===== src/rtl/mem_boot_loader.sv =====
// Boot-time memory loader: owns the memory port while the core is held in reset, runs
// fill/load/verify commands over address ranges, then releases the core with a start pulse.
module mem_boot_loader #(
    parameter int unsigned ADDR_WIDTH     = 16,
    parameter int unsigned DATA_WIDTH     = 8,
    parameter int unsigned DEPTH          = 2048,
    parameter int unsigned READ_LATENCY   = 1,
    parameter int unsigned TRIGGER_CYCLES = 1
) (
    input  logic                  clk,
    input  logic                  reset,
    input  logic                  cmd_valid,
    output logic                  cmd_ready,
    input  logic [1:0]            cmd_op,
    input  logic [ADDR_WIDTH-1:0] cmd_base,
    input  logic [ADDR_WIDTH-1:0] cmd_len,
    input  logic [DATA_WIDTH-1:0] cmd_fill,
    input  logic                  s_valid,
    output logic                  s_ready,
    input  logic [DATA_WIDTH-1:0] s_data,
    output logic                  mem_owner,
    output logic                  mem_we,
    output logic [ADDR_WIDTH-1:0] mem_addr,
    output logic [DATA_WIDTH-1:0] mem_din,
    input  logic [DATA_WIDTH-1:0] mem_dout,
    output logic                  core_reset_n,
    output logic                  trigger_program,
    output logic                  busy,
    output logic                  error,
    output logic [ADDR_WIDTH-1:0] err_addr
);

    typedef enum logic [2:0] {
        StIdle, StFill, StLoad, StVIssue, StVWait, StVCmp, StRun
    } state_e;

    localparam logic [1:0] OpFill   = 2'd0;
    localparam logic [1:0] OpLoad   = 2'd1;
    localparam logic [1:0] OpVerify = 2'd2;
    localparam logic [1:0] OpStart  = 2'd3;

    localparam logic [ADDR_WIDTH:0]   DepthExt = (ADDR_WIDTH + 1)'(DEPTH);
    localparam logic [ADDR_WIDTH-1:0] LastAddr = ADDR_WIDTH'(DEPTH - 1);
    localparam logic [1:0]            WaitInit = 2'(READ_LATENCY - 1);
    localparam logic [3:0]            TrigInit = 4'(TRIGGER_CYCLES);

    state_e                state_q, state_d;
    logic [ADDR_WIDTH-1:0] addr_q, addr_d;
    logic [ADDR_WIDTH-1:0] remain_q, remain_d;
    logic [DATA_WIDTH-1:0] fill_q, fill_d;
    logic [1:0]            wait_q, wait_d;
    logic [3:0]            trig_q, trig_d;
    logic                  error_q, error_d;
    logic [ADDR_WIDTH-1:0] err_addr_q, err_addr_d;

    logic [ADDR_WIDTH:0]   base_ext;
    logic [ADDR_WIDTH-1:0] next_addr;
    logic                  last_word;

    assign base_ext  = {1'b0, cmd_base} % DepthExt;
    assign next_addr = (addr_q == LastAddr) ? '0 : addr_q + ADDR_WIDTH'(1);
    assign last_word = (remain_q == ADDR_WIDTH'(1));
    assign error     = error_q;
    assign err_addr  = err_addr_q;

    always_comb begin
        state_d         = state_q;
        addr_d          = addr_q;
        remain_d        = remain_q;
        fill_d          = fill_q;
        wait_d          = wait_q;
        trig_d          = trig_q;
        error_d         = error_q;
        err_addr_d      = err_addr_q;
        cmd_ready       = 1'b0;
        s_ready         = 1'b0;
        mem_owner       = 1'b1;
        mem_we          = 1'b0;
        mem_addr        = addr_q;
        mem_din         = '0;
        core_reset_n    = 1'b0;
        trigger_program = 1'b0;
        busy            = 1'b0;

        unique case (state_q)
            StIdle: begin
                cmd_ready = 1'b1;
                if (cmd_valid) begin
                    addr_d   = base_ext[ADDR_WIDTH-1:0];
                    remain_d = cmd_len;
                    fill_d   = cmd_fill;
                    unique case (cmd_op)
                        OpFill:   if (cmd_len != '0) state_d = StFill;
                        OpLoad:   if (cmd_len != '0) state_d = StLoad;
                        OpVerify: if (cmd_len != '0) state_d = StVIssue;
                        OpStart: begin
                            // A failed verify blocks launch; the command is still consumed.
                            if (!error_q) begin
                                state_d = StRun;
                                trig_d  = TrigInit;
                            end
                        end
                        default: state_d = StIdle;
                    endcase
                end
            end
            StFill: begin
                busy     = 1'b1;
                mem_we   = 1'b1;
                mem_din  = fill_q;
                addr_d   = next_addr;
                remain_d = remain_q - ADDR_WIDTH'(1);
                if (last_word) state_d = StIdle;
            end
            StLoad: begin
                busy    = 1'b1;
                s_ready = 1'b1;
                if (s_valid) begin
                    mem_we   = 1'b1;
                    mem_din  = s_data;
                    addr_d   = next_addr;
                    remain_d = remain_q - ADDR_WIDTH'(1);
                    if (last_word) state_d = StIdle;
                end
            end
            StVIssue: begin
                busy    = 1'b1;
                wait_d  = WaitInit;
                state_d = (READ_LATENCY > 1) ? StVWait : StVCmp;
            end
            StVWait: begin
                busy   = 1'b1;
                wait_d = wait_q - 2'd1;
                if (wait_q == 2'd1) state_d = StVCmp;
            end
            StVCmp: begin
                busy    = 1'b1;
                s_ready = 1'b1;
                if (s_valid) begin
                    if ((mem_dout != s_data) && !error_q) begin
                        error_d    = 1'b1;
                        err_addr_d = addr_q;
                    end
                    addr_d   = next_addr;
                    remain_d = remain_q - ADDR_WIDTH'(1);
                    state_d  = last_word ? StIdle : StVIssue;
                end
            end
            StRun: begin
                mem_owner       = 1'b0;
                core_reset_n    = 1'b1;
                trigger_program = (trig_q != 4'd0);
                if (trig_q != 4'd0) trig_d = trig_q - 4'd1;
            end
            default: state_d = StIdle;
        endcase
    end

    always_ff @(posedge clk) begin
        if (reset) begin
            state_q    <= StIdle;
            addr_q     <= '0;
            remain_q   <= '0;
            fill_q     <= '0;
            wait_q     <= '0;
            trig_q     <= '0;
            error_q    <= 1'b0;
            err_addr_q <= '0;
        end else begin
            state_q    <= state_d;
            addr_q     <= addr_d;
            remain_q   <= remain_d;
            fill_q     <= fill_d;
            wait_q     <= wait_d;
            trig_q     <= trig_d;
            error_q    <= error_d;
            err_addr_q <= err_addr_d;
        end
    end

endmodule


===== config.mk =====
export PLATFORM = sky130hd
export DESIGN_NAME = mem_boot_loader
export DESIGN_NICKNAME = d
export VERILOG_FILES = /design/src/rtl/mem_boot_loader.sv
export SDC_FILE = /design/constraint.sdc
export NUM_CORES = 1
export LEC_CHECK = 0
export ABC_AREA = 1
export ABC_CLOCK_PERIOD_IN_PS = 3400
export CORE_AREA = 2 2 100 102
export CTS_BUF_LIST = sky130_fd_sc_hd__clkbuf_4
export CTS_CLUSTER_SIZE = 30
export DETAILED_ROUTE_END_ITERATION = 10
export DIE_AREA = 0 0 102 104
export GPL_ROUTABILITY_DRIVEN = 0
export PLACE_DENSITY = 0.68
export SLEW_MARGIN = 20
export SYNTH_ARGS = -nofsm -noshare
export SYNTH_HDL_FRONTEND = slang
export SYNTH_SLANG_ARGS = --single-unit
export TNS_END_PERCENT = 5

===== constraint.sdc =====
create_clock -name clk -period 3.4 [get_ports clk]
set_input_delay 0.34 -clock clk [delete_from_list [all_inputs] [get_ports clk]]
set_output_delay 0.34 -clock clk [all_outputs]
set_load 0.03 [all_outputs]

==> flow_metrics.tcl, run 1 <==
set metrics [dict create \
    tightest_slew_ps 623 \
    hold_violations 0 \
    core-area_um2 9550 \
    fillers 1009 \
    grt.total_usage 0.209 \
    dp_hpwl_um 8450 \
    drtIter0Drc 221 \
    rsz0062_at_grt "no" \
    io-pin-count 110 \
    critical_path_class "reg -> out" \
    power_frac_clock 0.138 \
    synth_area_um2 3970 \
    clock_path_buffers 2 \
    drv_cap 0 \
    drtAntennaViolNets 0 \
    power.net_switching_w 0.00185 \
    final_nets 812 \
    ys_seq_elements 66 \
    grt_overflow 0 \
    p_int_w 0.00194 \
    placed_cell_area_um2 5090 \
    whs_ps 465 \
    switching_share 0.489 \
    seq_area_um2 1320 \
    cts.clk_slew.worst_paths_ps 110 \
    post_cts_buffers 0 \
    hp-class "reg -> reg" \
    area_growth_syn_to_layout_pct 31.5 \
    max_freq_mhz 387 \
    wirelength_um 11100 \
    fp-row-count 36 \
    start_util 0.416 \
    yosysWarnings 0 \
    post_synth_num_cell_types 29 \
    syn_nets 714 \
    cp.arrival_ps 2250 \
    ys_seq_area_frac 0.333 \
    die_x_um 102 \
    syn_avg_cell_area_um2 6.14 \
    pwr-share-seq 0.308 \
    numPortBuffers 104 \
    dieArea_um2 10600 \
    grt_start_max_net_pins 29 \
    stdcell_area_um2 5220 \
    cts-root-buf "clkbuf_4" \
    clkLatencyLatePin_ps 430 \
    layout-drive-gt1-share 0.0601 \
    multi_input_area_um2 2230 \
    power.share.combinational 0.555 \
    diodes 0 \
    via_count 4390 \
    antenna_found_initial 0 \
    period_minus_slack_ps 2590 \
    first_pass_iters 5 \
    fin_crit_sh 0.761 \
    clock-sinks 66 \
    power.density_nw_per_um2 727 \
    cp_max_fo 7 \
    required_ps 3060 \
    leakagePower_nw 2.19 \
    ctsHoldBuffers 0 \
    cts_buffers 9 \
    startpoint_type "register" \
    setup_viol 0 \
    die_y_um 104 \
    postSynthCellCount 647 \
    stdcell_count 882 \
    grt_pass1_wl_um 18200 \
    cts_tree "built" \
    route.detailed.drc 0 \
    end_kind "primary output" \
    via_per_inst 4.98 \
    cts_max_level 3 \
    grt_pass1_vias 3919 \
    wl_per_cell_um 12.6 \
    ctsResizeCount 0 \
    finClkSkew_ps 12.2 \
    slew_viol_final 0 \
    vdd_drop_max_mv 0.294 \
    numPlacedInstances 867 \
    tns_ps 0 \
    outcome "completed" \
    relSlewSlack 0.584 \
]
placed cells by master (no fill, tap or decap), drive strengths merged:
cell,n
nand3,51
ha,5
o21bai,1
nand2,148
o22ai,8
o211ai,2
clkbuf,10
a21oi,61
buf,4
dfxtp,66
nand3b,1
clkinvlp,1
xnor2,8
or2,7
clkdlybuf4s50,104
nand4,8
nor3,3
xor2,1
inv,79
bufinv,1
nor2,124
o21ai,53
clkinv,3
layout make-up:
type | instances | area share
timing repair buffer | 108 | 0.205
tap | 133 | 0.0319
clock inverter | 5 | 0.0108
inverter | 79 | 0.0573
clock buffer | 10 | 0.0144
sequential | 66 | 0.253
multi-input combinational | 481 | 0.427
cell usage after synthesis:
cell type	instances	area share
o21ai_1	3	0.0038
o22ai_1	8	0.013
ha_1	5	0.016
nor2_1	120	0.11
nor3_1	3	0.0038
inv_1	70	0.066
or2_2	6	0.0095
nor2_2	1	0.0016
nand3_1	47	0.059
buf_4	3	0.0057
nand2_1	145	0.14
nand3_2	4	0.010
xnor2_1	8	0.018
clkbuf_1	9	0.0085
or2_0	1	0.0016
nand3b_1	1	0.0019
o211ai_1	2	0.0038
buf_6	3	0.0085
nor2_4	3	0.0085
nand2_2	3	0.0047
inv_2	8	0.0076
inv_4	1	0.0016
buf_2	6	0.0076
a21oi_1	61	0.077
o21bai_1	1	0.0019
nand4_1	8	0.013
dfxtp_1	66	0.33
o21ai_0	50	0.063
xor2_1	1	0.0022
cell families after synthesis:
logic type | Yosys count | synth area share
xor+xnor | 9 | 0.0199
compound gates | 125 | 0.162
flops | 66 | 0.333
buf+inv | 100 | 0.106
fa+ha+maj | 5 | 0.0158
simple gates | 342 | 0.364
power by group through the flow:
stage          sequential (W)  combinational (W)  clock (W)
6_report              0.00117            0.00210   0.000522
5_1_grt               0.00120            0.00235   0.000572
4_1_cts               0.00117            0.00211   0.000536
2_1_floorplan         0.00124            0.00147          0
3_3_place_gp          0.00118            0.00206          0
3_5_place_dp          0.00118            0.00210          0
per-layer routing:
metal | global-route usage | vias to the layer above | part of all wire
li1 | - | 2274 | -
met4 | 0.0657 | 0 | 0.017
met2 | 0.328 | 131 | 0.46
met5 | 0 | - | 0
met1 | 0.287 | 1966 | 0.47
met3 | 0.0410 | 19 | 0.059
registers in the layout (all words and copies together), names as in the netlist:
name and cells:
mem_addr 16, error 1, remain_q 16, wait_q 2
err_addr 16, fill_q 8, trig_q 4, state_q 3
critical path: stages (launching register included):
cell	delay, ps
dfxtp_1	530
inv_2	110
nor2_1	140
nand2_1	160
inv_2	100
nand2_1	80
inv_1	60
clkdlybuf4s50_1	650
metrics by stage:
| step | util | setup WS, ps | total power [W] |
|---|---|---|---|
| CTS | 0.547 | 787 | 0.00381 |
| global placement | 0.533 | 1040 | 0.00324 |
| global route | 0.547 | 653 | 0.00412 |
| floorplan | - | 1600 | 0.00271 |
| finish | 0.547 | 814 | 0.00379 |
| detailed placement | 0.533 | 1000 | 0.00328 |
final timing paths:
path / cells after the start / start / end / slack, ps
worst max-delay path: 7 / state_q[1]$_SDFFE_PP0P_ / trigger_program / 810
worst min-delay path: 2 / fill_q[6]$_SDFFE_PP0P_ / fill_q[6]$_SDFFE_PP0P_ / 460
worst max register to register: 9 / state_q[0]$_SDFFE_PP0P_ / mem_addr[12]$_SDFFE_PP0P_ / 1260
worst min register to register: 2 / fill_q[6]$_SDFFE_PP0P_ / fill_q[6]$_SDFFE_PP0P_ / 460
Power figures use the tool's default switching activity.
==> run 2, diff against run 1 <==
ABC_CLOCK_PERIOD_IN_PS = 2100   (was 3400)
PLACE_DENSITY = 0.71   (was 0.68)
clock period = 2.1 ns   (was 3.4 ns; I/O delays follow)
==> flow_metrics.tcl, run 2 (synthesis results as in run 1) <==
set metrics [dict create \
    grt_pass1_wl_um 19000 \
    critPathLaunch "state_q[2]$_SDFFE_PP0P_" \
    cts_max_level 3 \
    dieArea_um2 10600 \
    stdcell_area_um2 5280 \
    post_cts_buffers 0 \
    multi_input_area_um2 2230 \
    power.net_switching_w 0.00303 \
    relSlewSlack 0.677 \
    r2r-start "state_q[2]$_SDFFE_PP0P_" \
    power.share.combinational 0.543 \
    drv_cap 0 \
    route.detailed.drc 0 \
    finalPower_w 0.00631 \
    critical_path_class "reg -> out" \
    grt_start_max_net_pins 23 \
    antenna_found_initial 0 \
    final_nets 820 \
    numPortBuffers 104 \
    pwr-share-seq 0.302 \
    rsz0062_at_grt "no" \
    r2r-end "remain_q[4]$_SDFFE_PP0P_" \
    diodes 0 \
    via_per_inst 5.01 \
    power_frac_clock 0.155 \
    period_minus_slack_ps 2010 \
    die_y_um 104 \
    required_ps 1890 \
    io-pin-count 110 \
    ctsHoldBuffers 0 \
    grt_overflow 0 \
    clock_path_buffers 2 \
    end_kind "primary output" \
    tns_ps 0 \
    dp_hpwl_um 8720 \
    drtIter0Drc 190 \
    worstRegToRegCells 9 \
    finClkSkew_ps 19.4 \
    p_int_w 0.00328 \
    fin_crit_sh 0.959 \
    worstSetupEndpoint "mem_din[6]" \
    leakagePower_nw 2.28 \
    vdd_drop_max_mv 0.492 \
    clkLatencyLatePin_ps 420 \
    clock-sinks 66 \
    fillers 977 \
    via_count 4460 \
    area_growth_syn_to_layout_pct 33.0 \
    whs_ps 407 \
    cts.clk_slew.worst_paths_ps 110 \
    ctsResizeCount 17 \
    core-area_um2 9550 \
    drtAntennaViolNets 0 \
    first_pass_iters 6 \
    cts_tree "built" \
    grt_pass1_vias 4230 \
    start_util 0.416 \
    wirelength_um 11400 \
    hp-class "in -> reg" \
    power.density_nw_per_um2 1190 \
    cts-root-buf "clkbuf_4" \
    cp.arrival_ps 1800 \
    grt.total_usage 0.219 \
    wl_per_cell_um 12.8 \
    outcome "completed" \
    layout_common_cells "145 x nand2_1, 120 x nor2_1, 89 x clkdlybuf4s50_1, 70 x inv_1, 64 x dfxtp_1" \
    max_freq_mhz 497 \
    startpoint_type "register" \
    setup_viol 0 \
    placed_cell_area_um2 5150 \
    cp_max_fo 10 \
    cts_buffers 9 \
    reg2reg_setup_slack_ps 250 \
    final_common_cell "nand2_1" \
    hold_violations 0 \
    slew_viol_final 0 \
    switching_share 0.481 \
    fp-row-count 36 \
    seq_area_um2 1320 \
    die_x_um 102 \
    layout-drive-gt1-share 0.0792 \
    tightest_slew_ps 483 \
]
-- run 2: changes by cell type in the layout (fill, tap and decap cells not counted) --
cell,delta
clkdlybuf4s50_1,-15
dlygate4sd2_1,+9
buf_4,+8
clkbuf_2,+4
clkdlybuf4s15_1,+2
dfxtp_1,-2
dfxtp_2,+2
bufinv_16,+1
clkbuf_4,+1
clkinvlp_4,-1
-- run 2: power by group through the flow --
stage	clock network, W	registers [W]	logic [W]
2_1_floorplan	0	0.00201	0.00238
3_3_place_gp	0	0.00191	0.00338
3_5_place_dp	0	0.00192	0.00345
4_1_cts	0.00100	0.00190	0.00341
5_1_grt	0.00105	0.00195	0.00387
6_report	0.000980	0.00190	0.00343
-- run 2: final cells by class --
cell class              instances  share of cell area
multi-input cells             481               0.422
well taps                     133              0.0315
repair buffers                116               0.208
inverters                      79              0.0566
clock buffers                  11              0.0156
flip-flops and latches         66               0.251
clock inverters                 5              0.0149
-- run 2: stage by stage --
stage	setup slack [ps]	util	instances
CTS	72.9	0.554	891
global route	0.285	0.553	891
finish	86.0	0.553	891
detailed placement	147	0.539	875
floorplan	435	-	647
global placement	175	0.539	875
-- run 2: per-layer routing --
metal | part of all wire | vias up | routed length [µm] | global-route usage
li1 | - | 2293 | - | -
met1 | 0.45 | 1997 | 5110 | 0.269
met2 | 0.48 | 145 | 5490 | 0.378
met3 | 0.054 | 25 | 613 | 0.0477
met4 | 0.020 | 0 | 229 | 0.0686
met5 | 0 | - | 0 | 0
-- run 2: worst min-delay path by stage --
stage | start | to | cells after the start | slack (ps)
2_1_floorplan | reset | mem_addr[10]$_SDFFE_PP0P_ | 3 | 350
5_1_grt | cmd_fill[1] | fill_q[1]$_SDFFE_PP0P_ | 3 | 410
3_3_place_gp | wait_q[0]$_SDFFE_PP0N_ | wait_q[0]$_SDFFE_PP0N_ | 1 | 440
6_report | cmd_fill[6] | fill_q[6]$_SDFFE_PP0P_ | 3 | 410
4_1_cts | cmd_fill[1] | fill_q[1]$_SDFFE_PP0P_ | 3 | 400
3_5_place_dp | fill_q[0]$_SDFFE_PP0P_ | fill_q[0]$_SDFFE_PP0P_ | 2 | 450
-- run 2: worst max-delay path, stage by stage (launching register included) --
cell,delay [ps]
dfxtp_1,400
inv_2,130
nand3_2,200
o22ai_1,220
clkdlybuf4s15_1,420
